==> config.mk <==
export PLATFORM = sky130hd
export DESIGN_NAME = fib_result_collector
export DESIGN_NICKNAME = d
export VERILOG_FILES = /design/src/rtl/fib_pkg.sv /design/src/rtl/fib_result_fifo.sv /design/src/rtl/fib_result_collector.sv
export SDC_FILE = /design/constraint.sdc
export NUM_CORES = 1
export LEC_CHECK = 0
export ABC_AREA = 0
export CAP_MARGIN = 20
export CORE_AREA = 10 10 103 105
export CTS_CLUSTER_SIZE = 40
export DETAILED_ROUTE_END_ITERATION = 10
export DIE_AREA = 0 0 113 115
export PLACE_DENSITY = 0.78
export SLEW_MARGIN = 5
export SYNTH_ARGS = -nofsm -noshare
export SYNTH_HDL_FRONTEND = slang
export SYNTH_SLANG_ARGS = --single-unit
==> constraint.sdc <==
create_clock -name clk -period 2.7 [get_ports clk]
set_input_delay 0.27 -clock clk [delete_from_list [all_inputs] [get_ports clk]]
set_output_delay 0.27 -clock clk [all_outputs]
set_load 0.005 [all_outputs]
==> src/rtl/fib_pkg.sv <==
// Shared definitions for the Fibonacci result collector: default sizes,
// controller state encoding, result entry layout and a saturating counter helper.
package fib_pkg;

  localparam int FIB_W     = 11;
  localparam int FIB_DEPTH = 4;

  typedef enum logic [1:0] {
    IDLE = 2'd0,
    BUSY = 2'd1,
    HOLD = 2'd2
  } state_t;

  // One buffered result: loop bound and the sum the engine reported with it.
  typedef struct packed {
    logic [FIB_W-1:0] n;
    logic [FIB_W-1:0] sum;
  } entry_t;

  // Increment that sticks at the all-ones value instead of wrapping.
  function automatic logic [7:0] sat_inc8(input logic [7:0] value);
    return (value == 8'hFF) ? value : value + 8'd1;
  endfunction

endpackage

==> src/rtl/fib_result_fifo.sv <==
// Result FIFO: DEPTH entries of EW bits, wrapping pointers and an occupancy
// counter so full and empty stay distinct. A push into a full FIFO is taken
// only when a pop happens on the same edge; otherwise the caller drops it.
module fib_result_fifo #(
  parameter int EW    = 22,
  parameter int DEPTH = 4
) (
  input  logic          clk,
  input  logic          rst,
  input  logic          push,
  input  logic          pop,
  input  logic [EW-1:0] din,
  output logic          full,
  output logic          empty,
  output logic [EW-1:0] head
);

  localparam int AW = (DEPTH > 1) ? $clog2(DEPTH) : 1;

  logic [EW-1:0] mem [DEPTH];
  logic [AW-1:0] wr_ptr;
  logic [AW-1:0] rd_ptr;
  logic [AW:0]   count;
  logic          wr_en;
  logic          rd_en;

  assign full  = (count == (AW+1)'(DEPTH));
  assign empty = (count == '0);
  assign head  = mem[rd_ptr];

  // When full, the slot being written is the head being popped on this same
  // edge, so the old head is consumed before it is overwritten.
  assign wr_en = push && (!full || pop);
  assign rd_en = pop && !empty;

  // Pointer and occupancy bookkeeping; pointers wrap naturally at DEPTH.
  always_ff @(posedge clk) begin
    if (rst) begin
      wr_ptr <= '0;
      rd_ptr <= '0;
      count  <= '0;
    end else begin
      if (wr_en) wr_ptr <= wr_ptr + AW'(1);
      if (rd_en) rd_ptr <= rd_ptr + AW'(1);
      case ({wr_en, rd_en})
        2'b10:   count <= count + (AW+1)'(1);
        2'b01:   count <= count - (AW+1)'(1);
        default: count <= count;
      endcase
    end
  end

  // Entry storage; contents need no reset because empty masks them.
  always_ff @(posedge clk) begin
    if (wr_en) mem[wr_ptr] <= din;
  end

endmodule

==> src/rtl/fib_result_collector.sv <==
// Watches a Fibonacci engine's loop index and bound, captures {n, sum} once per
// completion into a small FIFO, and tracks accepted results and drops.
module fib_result_collector
  import fib_pkg::*;
#(
  parameter int W     = FIB_W,
  parameter int DEPTH = FIB_DEPTH
) (
  input  logic         clk,
  input  logic         rst,
  input  logic [W-1:0] i_in,
  input  logic [W-1:0] n_in,
  input  logic [W-1:0] sum_in,
  input  logic         out_ready,
  output logic         out_valid,
  output logic [W-1:0] out_n,
  output logic [W-1:0] out_sum,
  output logic         overflow,
  output logic [7:0]   result_count,
  output logic         busy
);

  state_t         state;
  state_t         next_state;
  logic           done;
  logic           push;
  logic           pop;
  logic           full;
  logic           empty;
  logic           accepted;
  logic           dropped;
  logic [2*W-1:0] head;

  assign done = (i_in == n_in);

  // Controller state register.
  always_ff @(posedge clk) begin
    if (rst) state <= IDLE;
    else     state <= next_state;
  end

  // Next state and push: only BUSY captures, so a completion seen straight out
  // of reset or held for several cycles never produces a second entry.
  always_comb begin
    next_state = state;
    push       = 1'b0;
    case (state)
      IDLE: if (!done) next_state = BUSY;
      BUSY: if (done) begin
        push       = 1'b1;
        next_state = HOLD;
      end
      HOLD: if (!done) next_state = BUSY;
      default: next_state = IDLE;
    endcase
  end

  assign pop      = !empty && out_ready;
  assign accepted = push && (!full || pop);
  assign dropped  = push && full && !pop;

  fib_result_fifo #(
    .EW    (2 * W),
    .DEPTH (DEPTH)
  ) u_fifo (
    .clk   (clk),
    .rst   (rst),
    .push  (push),
    .pop   (pop),
    .din   ({n_in, sum_in}),
    .full  (full),
    .empty (empty),
    .head  (head)
  );

  // Sticky drop flag and saturating count of results that made it into the FIFO.
  always_ff @(posedge clk) begin
    if (rst) begin
      overflow     <= 1'b0;
      result_count <= 8'd0;
    end else begin
      if (dropped)  overflow     <= 1'b1;
      if (accepted) result_count <= sat_inc8(result_count);
    end
  end

  assign out_valid = !empty;
  assign out_n     = empty ? '0 : head[2*W-1:W];
  assign out_sum   = empty ? '0 : head[W-1:0];
  assign busy      = (state == BUSY);

endmodule

==> reports/results.tsv <==
stage	metric	value	unit
layout	fraction of layout cells with a size suffix above 1	20.6	%
placed_design	DP Worst Slack	-0.0667	ns
clocking	Reg clk slew, reported paths	0.10	ns
pwr	PD cells	504	nW/um^2
sta	Final Hold Vio Count	0	
critical_path	critical-path cell list	clkdlybuf4s50_1 -> xor2_1 -> nor4_4 -> and4_1 -> inv_1 -> ha_1 -> inv_1 -> fa_1 -> xor2_1 -> or3_1 -> a21oi_1	
outcome	outcome	completed	
sta	worst setup margin	0.278	ns
sta	Slew @ Worst Pin	0.706	ns
layout	Layout Nets	398	
placed_design	dpl hpwl	5950	um
job	MaxCap Viol Count	0	
sta	Max Slew Vio Count	0	
floorplanning	Initial Util	52.1	%
route	via count	2526	
logic_synthesis	sequential area share after synthesis	68.3	%
sta	Fmax achieved	413	MHz
grt	met1 usage	15.3	%
critical_path	slowest cell on the critical path	clkdlybuf4s50_1	
floorplanning	core area	8550	um^2
pwr	leakage	1.86	nW
critical_path	CP startpoint kind	input pin	
clocking	Skew-Pair Late Insertion Delay	0.36	ns
floorplanning	die extent in x	113	um
clocking	CTS resizes	0	
route	vias per cell	5.40	
clocking	Setup Fix Bufs, Post-CTS	0	
route	Routed WL	8470	um
grt	GRT overflow	0	
grt	GR Util All Layers	13.5	%
critical_path	CP endpoint kind	flop	
sta	Tmin final	2.42	ns
pwr	Power Total	2.85	mW
pwr	Max rail drop VDD	0.410	mV
clocking	CTS tree	done	
grt	grt met3 use	4.95	%
grt	initial antenna violation count	0	
placed_design	IO Port Bufs	68	
clocking	CTS H-Tree Depth	3	
layout	area grow syn2layout	27.0	%
floorplanning	I/O Pins	69	
grt	vias in the first global route	2710	
clocking	CTS Sinks	108	
route	drt first pass iters	6	
logic_synthesis	EDFF count, synth	88	
logic_synthesis	warnings from Yosys	0	
logic_synthesis	cells after synthesis	260	
sta	WHS	0.491	ns
floorplanning	Die ar.	13000	um^2
sta	setup TNS	0	ns
grt	global route hottest layer	met2	
logic_synthesis	register bit count reported by yosys	108	
logic_synthesis	Synthesized Nets	303	
critical_path	CP arrival	2.71	ns
logic_synthesis	Mapped Area	4450	um^2
clocking	clk buf depth	2	
sta	fraction of the cycle the final worst path needs	89.7	%
logic_synthesis	Top FF cell, synth	edfxtp_1	
sta	Setup violations, final	0	
route	iteration-0 DRC count of the detailed router	102	
placed_design	Placed Instances	452	
logic_synthesis	Async S/R FF share, synth	0	%
clocking	Num CTS Buffers	9	
grt	first-pass GRT wire length	13800	um
sta	clock skew	0.0131	ns
critical_path	Crit path largest cell delay	0.56	ns
logic_synthesis	Mean Syn Cell Area	17.1	um^2
logic_synthesis	Distinct cells, synth	37	
route	drc violations	0	
grt	global routing usage on met2	23.9	%
worst_hold_path	hold crit path type	reg2reg	
floorplanning	Die H	115	um
placed_design	Routability Congestion	0.742	
clocking	CTS root buf	clkbuf_8	
layout	non-filler cells, final	468	
sta	Relative slew margins	52.8	%
critical_path	critical path class	in2reg	
route	WL per Instance	18.1	um
layout	n_diodes	0	
grt	pin count of the biggest net entering global routing	24	
route	Post-DRT Antenna Nets	0	
critical_path	worst-path maximum fanout	5	
sta	RSZ-0062 raised after global routing	false	
clocking	Post-CTS Hold Fix Bufs	0	
floorplanning	num rows	34	
critical_path	required time of the critical path	2.99	ns
## placed cells by master, fill, tap and decap left out, drive strengths merged, types with 4 or more instances in the layout
cell,instances
o21ai,6
clkdlybuf4s50,68
a21oi,9
or3,6
xor2,14
nand2,5
inv,11
mux4,22
nor2,11
buf,25
edfxtp,88
xnor2,4
and2,29
dfxtp,20
clkbuf,9
ha,6
## routing by layer
metal / vias up / share of wire, %
li1: 1184 / -
met1: 1263 / 42
met2: 74 / 51
met3: 5 / 6.2
met4: 0 / 0.83
met5: - / 0
## kinds of logic (layout without fill, tap and decap cells)
group / after synthesis / after routing / synth area share, %
DFF: 108 / 108 / 68.3
AOI/OAI and AO/OA: 18 / 18 / 2.33
adders and majority gates: 7 / 7 / 2.14
xor gates and xnor gates: 18 / 18 / 3.54
muxes: 23 / 23 / 11.4
and+or+nand+nor: 69 / 69 / 10.6
buffers and inverters: 17 / 117 / 1.69
## cells in the mapped netlist (4+ instances only)
cell      instances  area [um^2]
o21ai_0           6         30.0
dfxtp_1          20          400
inv_1             8         30.0
and2_1           28          175
nor2_1           11         41.3
nand2_1           5         18.8
xor2_1           14          123
edfxtp_1         88         2640
or3_1             6         37.5
a21oi_1           9         45.0
mux4_2           22          495
xnor2_1           4         35.0
clkbuf_1          5         18.8
ha_1              6         75.1
## per-stage QoR
| step | area [um^2] | util [%] |
|---|---|---|
| floorplan | 4450 | - |
| global placement | 5460 | 63.9 |
| detailed placement | 5460 | 63.9 |
| CTS | 5660 | 66.1 |
| global route | 5660 | 66.1 |
| finish | 5660 | 66.1 |
## worst paths after layout
path | to | slack [ns] | cells after the start | start
min | overflow$_SDFFE_PP0P_ | 0.49 | 2 | overflow$_SDFFE_PP0P_
max reg2reg | u_fifo.count[2]$_SDFFE_PP0P_ | 0.38 | 10 | u_fifo.count[0]$_SDFFE_PP0P_
min reg2reg | overflow$_SDFFE_PP0P_ | 0.49 | 2 | overflow$_SDFFE_PP0P_
max | u_fifo.count[2]$_SDFFE_PP0P_ | 0.28 | 11 | n_in[8]
## flip-flops by register name, summed over array words and instances (netlist names), named ones only
name and cells:
u_fifo.rd_ptr 2, u_fifo.wr_ptr 2, overflow 1, state 2, u_fifo.count 3, result_count 8, u_fifo.mem 88
## where the power goes
group / switching, mW / leakage [nW] / internal [mW]
registers: 0.000940 / 0.952 / 1.80
logic: 0.0535 / 0.809 / 0.0689
clock network: 0.571 / 0.0964 / 0.359
## final cells by class
class                   count  area, um^2
clock buffers               9         124
clock inverters             7        68.8
fillers                   596        2900
inverters                   8        30.0
multi-input cells         135        1340
flip-flops and latches    108        3040
well taps                 108         135
repair buffers             93         918
## worst max-delay path, delay by kind of cell
family                   cells  cell delay, ns
buffers and inverters        3            0.68
AND/OR/NAND/NOR              3            0.61
adder cells (fa/ha/maj)      2            0.54
XOR/XNOR                     2            0.46
AO/OA/AOI/OAI                1            0.14
No activity file was read; power rests on OpenSTA's default activity.
